===== config.mk =====
export PLATFORM = sky130hd
export DESIGN_NAME = target_track_controller_flat
export DESIGN_NICKNAME = d
export VERILOG_FILES = /design/src/rtl/target_track_controller_if.sv /design/src/rtl/target_track_controller.sv /design/src/flat_wrapper.sv
export SDC_FILE = /design/constraint.sdc
export NUM_CORES = 1
export LEC_CHECK = 0
export CAP_MARGIN = 20
export CORE_MARGIN = 2
export CORE_UTILIZATION = 59
export DETAILED_ROUTE_END_ITERATION = 12
export HOLD_SLACK_MARGIN = 0.05
export PLACE_DENSITY = 0.91
export SLEW_MARGIN = 15
export SYNTH_ARGS = -nofsm -noshare
export SYNTH_HDL_FRONTEND = slang
export SYNTH_SLANG_ARGS = --single-unit

===== constraint.sdc =====
create_clock -name clk -period 2.8 [get_ports clk]
set_input_delay 0.28 -clock clk [delete_from_list [all_inputs] [get_ports clk]]
set_output_delay 0.28 -clock clk [all_outputs]
set_load 0.03 [all_outputs]

===== src/rtl/target_track_controller_if.sv =====
// Signal bundle between the detector/operator/actuator side and the tracking controller.
// The master side drives frame and fire inputs; the controller (slave) returns status.
interface target_track_controller_if;
    logic       frame_end;
    logic       object_detected;
    logic       fire_req;
    logic       fire_ack;
    logic       fire_cmd;
    logic       on_screen;
    logic       locked;
    logic [2:0] state;

    modport master (
        output frame_end, object_detected, fire_req, fire_ack,
        input  fire_cmd, on_screen, locked, state
    );

    modport slave (
        input  frame_end, object_detected, fire_req, fire_ack,
        output fire_cmd, on_screen, locked, state
    );
endinterface


===== src/rtl/target_track_controller.sv =====
// Frame-level target acquisition, coast-through-dropout and single-shot fire sequencing.
// Every output is a flop loaded from the decoded next state, so no input reaches an output combinationally.
module target_track_controller #(
    parameter int clock_frequency_mhz        = 50,
    parameter int acquire_frames             = 4,
    parameter int coast_time_milliseconds    = 1000,
    parameter int cooldown_time_milliseconds = 500
) (
    input  logic                     clk,
    input  logic                     rst,
    target_track_controller_if.slave bus
);
    localparam int coast_cycles_c    = clock_frequency_mhz * 1000 * coast_time_milliseconds;
    localparam int cooldown_cycles_c = clock_frequency_mhz * 1000 * cooldown_time_milliseconds;
    localparam int max_cycles_c      = (coast_cycles_c > cooldown_cycles_c) ? coast_cycles_c : cooldown_cycles_c;
    localparam int timer_w_c         = ($clog2(max_cycles_c) < 1) ? 1 : $clog2(max_cycles_c);

    localparam logic [timer_w_c-1:0] coast_last_c    = timer_w_c'(coast_cycles_c - 1);
    localparam logic [timer_w_c-1:0] cooldown_last_c = timer_w_c'(cooldown_cycles_c - 1);
    localparam logic [3:0]           acquire_c       = 4'(acquire_frames);

    typedef enum logic [2:0] {
        st_idle     = 3'd0,
        st_acquire  = 3'd1,
        st_locked   = 3'd2,
        st_coast    = 3'd3,
        st_fire     = 3'd4,
        st_cooldown = 3'd5
    } state_t;

    state_t                 state_r;
    state_t                 next_state_s;
    logic [timer_w_c-1:0]   timer_r;
    logic [3:0]             hit_cnt_r;
    logic [3:0]             hit_cnt_s;
    logic                   seen_acc_r;
    logic                   last_hit_r;
    logic                   frame_hit_s;
    logic                   fire_cmd_r;
    logic                   on_screen_r;
    logic                   locked_r;

    // A detection in the frame_end cycle itself still belongs to the closing frame.
    assign frame_hit_s = seen_acc_r | bus.object_detected;

    // Next-state and acquisition counter decode.
    always_comb begin
        next_state_s = state_r;
        hit_cnt_s    = hit_cnt_r;
        case (state_r)
            st_idle: begin
                if (bus.frame_end && frame_hit_s) begin
                    hit_cnt_s    = 4'd1;
                    next_state_s = (acquire_c == 4'd1) ? st_locked : st_acquire;
                end else begin
                    next_state_s = st_idle;
                end
            end
            st_acquire: begin
                if (bus.frame_end && frame_hit_s) begin
                    hit_cnt_s    = hit_cnt_r + 4'd1;
                    next_state_s = ((hit_cnt_r + 4'd1) == acquire_c) ? st_locked : st_acquire;
                end else if (bus.frame_end) begin
                    hit_cnt_s    = 4'd0;
                    next_state_s = st_idle;
                end else begin
                    next_state_s = st_acquire;
                end
            end
            st_locked: begin
                hit_cnt_s = 4'd0;
                if (bus.fire_req) begin
                    next_state_s = st_fire;
                end else if (bus.frame_end && !frame_hit_s) begin
                    next_state_s = st_coast;
                end else begin
                    next_state_s = st_locked;
                end
            end
            st_coast: begin
                hit_cnt_s = 4'd0;
                if (bus.frame_end && frame_hit_s) begin
                    next_state_s = st_locked;
                end else if (timer_r == coast_last_c) begin
                    next_state_s = st_idle;
                end else begin
                    next_state_s = st_coast;
                end
            end
            st_fire: begin
                hit_cnt_s = 4'd0;
                if (bus.fire_ack) begin
                    next_state_s = st_cooldown;
                end else begin
                    next_state_s = st_fire;
                end
            end
            st_cooldown: begin
                hit_cnt_s = 4'd0;
                if (timer_r == cooldown_last_c) begin
                    next_state_s = last_hit_r ? st_locked : st_coast;
                end else begin
                    next_state_s = st_cooldown;
                end
            end
            default: begin
                hit_cnt_s    = 4'd0;
                next_state_s = st_idle;
            end
        endcase
    end

    // State, shared timer, frame accumulators and registered output decode.
    always_ff @(posedge clk or posedge rst) begin
        if (rst) begin
            state_r     <= st_idle;
            timer_r     <= '0;
            hit_cnt_r   <= 4'd0;
            seen_acc_r  <= 1'b0;
            last_hit_r  <= 1'b0;
            fire_cmd_r  <= 1'b0;
            on_screen_r <= 1'b0;
            locked_r    <= 1'b0;
        end else begin
            state_r    <= next_state_s;
            hit_cnt_r  <= hit_cnt_s;
            seen_acc_r <= bus.frame_end ? 1'b0 : (seen_acc_r | bus.object_detected);
            if (bus.frame_end) begin
                last_hit_r <= frame_hit_s;
            end
            // Any state change restarts the timer, so COAST/COOLDOWN always begin at zero.
            if (next_state_s != state_r) begin
                timer_r <= '0;
            end else begin
                timer_r <= timer_r + timer_w_c'(1);
            end
            fire_cmd_r  <= (next_state_s == st_fire);
            on_screen_r <= (next_state_s == st_locked) || (next_state_s == st_coast) ||
                           (next_state_s == st_fire)   || (next_state_s == st_cooldown);
            locked_r    <= (next_state_s == st_locked) || (next_state_s == st_fire) ||
                           (next_state_s == st_cooldown);
        end
    end

    assign bus.state     = state_r;
    assign bus.fire_cmd  = fire_cmd_r;
    assign bus.on_screen = on_screen_r;
    assign bus.locked    = locked_r;
endmodule


===== src/flat_wrapper.sv =====
// flat-port wrapper written by rule: the top's interface ports become plain ports
module target_track_controller_flat 
#(
    parameter int clock_frequency_mhz        = 50,
    parameter int acquire_frames             = 4,
    parameter int coast_time_milliseconds    = 1000,
    parameter int cooldown_time_milliseconds = 500
)
  (clk, rst, bus_frame_end, bus_object_detected, bus_fire_req, bus_fire_ack, bus_fire_cmd, bus_on_screen, bus_locked, bus_state);
  target_track_controller_if bus_i ();
  input  logic clk;
  input  logic rst;
  input wire logic [$bits(bus_i.frame_end)-1:0] bus_frame_end;
  input wire logic [$bits(bus_i.object_detected)-1:0] bus_object_detected;
  input wire logic [$bits(bus_i.fire_req)-1:0] bus_fire_req;
  input wire logic [$bits(bus_i.fire_ack)-1:0] bus_fire_ack;
  output wire logic [$bits(bus_i.fire_cmd)-1:0] bus_fire_cmd;
  output wire logic [$bits(bus_i.on_screen)-1:0] bus_on_screen;
  output wire logic [$bits(bus_i.locked)-1:0] bus_locked;
  output wire logic [$bits(bus_i.state)-1:0] bus_state;
  assign bus_i.frame_end = bus_frame_end;
  assign bus_i.object_detected = bus_object_detected;
  assign bus_i.fire_req = bus_fire_req;
  assign bus_i.fire_ack = bus_fire_ack;
  assign bus_fire_cmd = bus_i.fire_cmd;
  assign bus_on_screen = bus_i.on_screen;
  assign bus_locked = bus_i.locked;
  assign bus_state = bus_i.state;
  target_track_controller #(.clock_frequency_mhz(clock_frequency_mhz), .acquire_frames(acquire_frames), .coast_time_milliseconds(coast_time_milliseconds), .cooldown_time_milliseconds(cooldown_time_milliseconds)) u_core (.clk(clk), .rst(rst), .bus(bus_i));
endmodule

; ---- Yosys cells after proc, flatten, opt, wreduce, memory -nomap -nowiden
; Index checks and enable logic that the tools add are counted.
; Widths: inputs -> output; s select.
[totals]
ff_bits = 38
latchBits = 0
ram_bits = 0
rom_bits = 0
input_bits = 6
memories = 0
[classes]
addsub = 2
multipliers = 0
n_div = 0
order_cmp = 0
n_eq_ne = 15
shift = 0
mux = 18
bitwise_logic = 1
n_reduce_logical = 10
[ops]
columns = operator, n
row1 = $add 26x1->26 const B, 1
row2 = $eq 26x25->1 const B, 1
row3 = $eq 26x26->1 const B, 1
row4 = $mux 26, 1
row5 = $pmux 3 s6, 1
row6 = $eq 3x2->1 const B, 4
row7 = $eq 3x3->1 const B, 4
row8 = $mux 3, 4
row9 = $mux 4, 3
row10 = $pmux 4 s2, 1
row11 = $mux 1, 6
row12 = $logic_or 1x1->1, 5
row13 = $add 4x1->4 const B, 1
row14 = $eq 4x3->1 const B, 1
row15 = $mux 2, 2
row16 = $eq 3x1->1 const B, 1
row17 = $logic_not 3->1, 1
row18 = $ne 3x2->1 const B, 1
row19 = $ne 3x3->1, 1
row20 = $logic_and 1x1->1, 2
row21 = $ne 2x1->1 const B, 1
row22 = $reduce_and 2->1, 1
row23 = $logic_not 1->1, 1
row24 = $or 1x1->1, 1

; ---- Depth between registers and ports, before layout
[logic_depth]
ltp_word = 10
mapped_depth = 8

; ---- Worst setup path before layout
; OpenSTA, ideal clock, no wires.
[synth_path]
kind = register to register
startpoint = reg u_core.timer_r[7]
endpoint = reg u_core.timer_r[10]
setup_time_ns = 0.120
t_arrival_ns = 2.014
required_ns = 2.680
setup_slack_ns = 0.666
path_stages_with_launch = 8
period_less_slack_ns = 2.134
cell_sequence = dfrtp_1 -> or4_4 -> or2_1 -> o311ai_4 -> o2111a_1 -> buf_6 -> buf_12 -> nor3_1
[synth_via]
elab_chain_cells = 6
elab_cells_between_ends = 9
[synth_rtl]
columns = element, line
row1 = from (decl), target_track_controller.sv:33  ; logic [timer_w_c-1:0] timer_r;
row2 = from (signal assigned), target_track_controller.sv:135  ; timer_r <= timer_r + timer_w_c'(1);
row3 = $eq 26x26->1, target_track_controller.sv:84  ; end else if (timer_r == coast_last_c) begin
row4 = $mux 2, target_track_controller.sv:84
row5 = $mux 3, target_track_controller.sv:82  ; if (bus.frame_end && frame_hit_s) begin
row6 = $pmux 3 s6, target_track_controller.sv:50  ; case (state_r)
row7 = $ne 3x3->1, target_track_controller.sv:132  ; if (next_state_s != state_r) begin
row8 = $mux 26 (*), target_track_controller.sv:132
; Mark *: on every way between the ends. The rest lies on a longest branch, timed or not.
; A chain may end at the register's enable or synchronous reset.

; ---- Final worst setup path
[layout_path]
startpoint = reg u_core.timer_r[7]
endpoint = reg u_core.timer_r[1]
[layout_via]
elab_chain_cells = 6
elab_cells_between_ends = 8
[layout_rtl]
columns = element, line
row1 = $eq 26x26->1, target_track_controller.sv:84
row2 = $mux 2, target_track_controller.sv:84
row3 = $mux 3, target_track_controller.sv:82
row4 = $pmux 3 s6 (*), target_track_controller.sv:50
row5 = $ne 3x3->1 (*), target_track_controller.sv:132
row6 = $mux 26 (*), target_track_controller.sv:132
; Marked as above.

==> out/results.ini <==
[power]
leakagePower_nw = 0.905
ir_drop_mv = 0.324
p_per_area_nw_per_um2 = 731
total_power_mw = 1.70

[timing]
hold_violations = 0
drv_slew = 0
fin_setup_tns_ns = 0
final.setup_skew_ns = 0.0186
finalSetupViolCount = 0
fin_crit_ns = 2.41
worst_pin_slew_ns = 0.531
rsz0062_at_grt = false
fin_ws_ns = 0.391
fin_crit_sh_pct = 86.0
clock.fmax_ghz = 0.415
slew_headroom_pct = 64.6

[global_route]
grt-ovfl-total = 0
grt.busiest_layer = met2
use_met3_pct = 5.90
grt_start_max_net_pins = 39
grt_pass1_vias = 1666
met2_usage_pct = 41.8
grt_util_met1_pct = 28.5
grt_pass1_wl_um = 7530
antenna_found_initial = 0
track_usage_pct = 24.0

[die]
rows = 21
die_h_um = 64.4
initial_utilization_pct = 63.1
die_x_um = 64.4
fp.dieArea_um2 = 4150
core-area_um2 = 3420
num_io_pins = 12

[min_path]
hold_path_class = input pin to async pin

[clock_network]
clkTransAtPathRegs_ns = 0.12
clk_path_buf_depth = 2
clock-sinks = 38
cts_resized = 0
clock_latency_ns = 0.36
postCtsHoldBufs = 0
cts-root-buf = clkbuf_4
cts_setup_buffers = 0
cts_buffers = 5
htree_num_levels = 2
cts_tree = yes

[yosys]
yosys_warnings = 0
avgSynthCellArea_um2 = 9.58
yosys.cell_types.count = 46
synth.cell_area_um2 = 2150
ys_ff_latch = 38
synth-edff-count = 0
synth_top_area_cell = dfrtp_1
synthFlopType = dfrtp_1
synth.net_count = 233
yosysSeqAreaShare_pct = 44.1
synth_top_area_share_pct = 44.1
yosys-top-cells-area = dfrtp_1 (44%), nor3_1 (8.4%), xnor2_1 (7.3%), nand2_1 (3.0%), nand4_1 (2.9%)
async_flop_share_pct = 100
netlist_instances = 225

[setup_path]
r2r-start = u_core.timer_r[7]
r2r_slack_ns = 0.39
slowest_stage = or4_4
slowest_delay_ns = 0.56
cpLargestDelayFamily = simple AND/OR/NAND/NOR gates
arrival_ns = 2.62
worstPathCellList = or4_4 -> nor4_1 -> and2_1 -> o2111a_1 -> buf_4 -> nor3b_1
startpoint_type = flip-flop
critPathBufInv = 1
cp-end-kind = flip-flop
worstSetupPathType = flip-flop to flip-flop
r2r_end = u_core.timer_r[1]
crit_required_ns = 3.01
r2r_cells = 6
cp_max_fo = 26

[drt]
first_iter_violations = 222
drtPass1Iterations = 5
routedWlPerCell_um = 15.4
remaining_drc_errors = 0
ant_nets = 0
vias = 1766
totalWireLength_um = 4340
viasPerCell = 6.28

[status]
status = complete, no violations

[placed_design]
hpwlAfterDp_um = 3020
dp_slack_ns = 0.426
postPlaceCellArea_um2 = 2250
io_buffers = 11
globalplace.congestion = 0.817

[finish]
drive_gt1_share_pct = 6.38
nNetsFinal = 242
syn2layout_area_growth_pct = 8.01
fin_util_pct = 68.1
stdcell_area_um2 = 2330
n_antenna_cell = 0

[run]
drv_cap = 0

layout make-up:
type / count / area, um2
multi-input cells: 169 / 1090
fillers: 269 / 1090
flip-flops and latches: 38 / 951
repair buffers: 14 / 133
well taps: 46 / 57.6
clock buffers: 7 / 45.0
clock inverters: 1 / 30.0
inverters: 6 / 22.5
worst min-delay path, cell delays in order:
cell and delay (ns):
clkdlybuf4s50_1 0.40, inv_1 0.05, buf_4 0.40
cells in the final DEF (no fill, tap or decap), types with 4 or more instances in the layout:
| cell | n |
|---|---|
| and3_1 | 4 |
| clkbuf_4 | 5 |
| inv_1 | 6 |
| xor2_1 | 6 |
| clkdlybuf4s50_1 | 11 |
| nand3_1 | 12 |
| dfrtp_1 | 38 |
| nand4_1 | 10 |
| o21ai_0 | 6 |
| xnor2_1 | 18 |
| nand2_1 | 17 |
| nor4_1 | 4 |
| nor2_1 | 11 |
| nor3_1 | 36 |
power breakdown:
group	leakage (nW)	internal [mW]	switching [mW]
registers	0.517	0.620	0.0877
logic	0.348	0.221	0.399
clock network	0.0395	0.189	0.184
total	0.905	1.03	0.671
Yosys cell counts (2+ instances only):
master    count
nand4_1      10
nand3_1      12
buf_12        2
ha_1          2
and4_1        2
buf_4         2
and3_1        4
dfrtp_1      38
or3_1         2
nor3b_1       3
inv_1         6
clkbuf_1      7
nand4b_1      2
nor2_1       11
nor4b_1       2
xor2_1        6
nor2b_1       3
nor4_1        4
o21ai_0       6
a22oi_1       2
o21a_1        3
o211a_1       2
nand2_1      17
a21o_1        3
nor3_1       36
xnor2_1      18
worst max-delay path by stage:
stage / startpoint / endpoint / slack, ns / cells after the start
after floorplan: u_core.timer_r[7] / u_core.timer_r[10] / 0.67 / 7
after global placement: bus_frame_end / u_core.timer_r[20] / 0.45 / 6
after detailed placement: bus_object_detected / u_core.timer_r[18] / 0.43 / 6
after CTS: u_core.timer_r[7] / u_core.timer_r[2] / 0.41 / 5
after global routing: u_core.timer_r[18] / u_core.timer_r[8] / 0.18 / 6
final: u_core.timer_r[7] / u_core.timer_r[1] / 0.39 / 6
metrics by stage:
stage	hold slack, ns	cells
floorplan	0.428	225
global placement	0.466	273
detailed placement	0.468	273
CTS	0.340	281
global route	0.398	281
finish	0.321	281
state kept, by name, summed over array words and instances, names as in the netlist:
register,cells
u_core.hit_cnt_r,4
u_core.timer_r,26
u_core.bus.state,3
u_core.bus.locked,1
u_core.last_hit_r,1
u_core.seen_acc_r,1
u_core.bus.fire_cmd,1
u_core.bus.on_screen,1
logic make-up after synthesis:
logic type                 share of synthesized area (%)
DFF                                                 44.1
buffers and inverters                               5.34
muxes                                              0.465
and+or+nand+nor                                     30.1
AOI/OAI and AO/OA                                   9.00
xor gates and xnor gates                            9.76
adders and majority gates                           1.16
metal layers:
| layer | wire length (um) | up-vias | share of wire (%) |
|---|---|---|---|
| li1 | - | 838 | - |
| met1 | 1870 | 870 | 43 |
| met2 | 2200 | 51 | 51 |
| met3 | 195 | 7 | 4.5 |
| met4 | 69 | 0 | 1.6 |
| met5 | 0 | - | 0 |
Power figures use the tool's default switching activity.
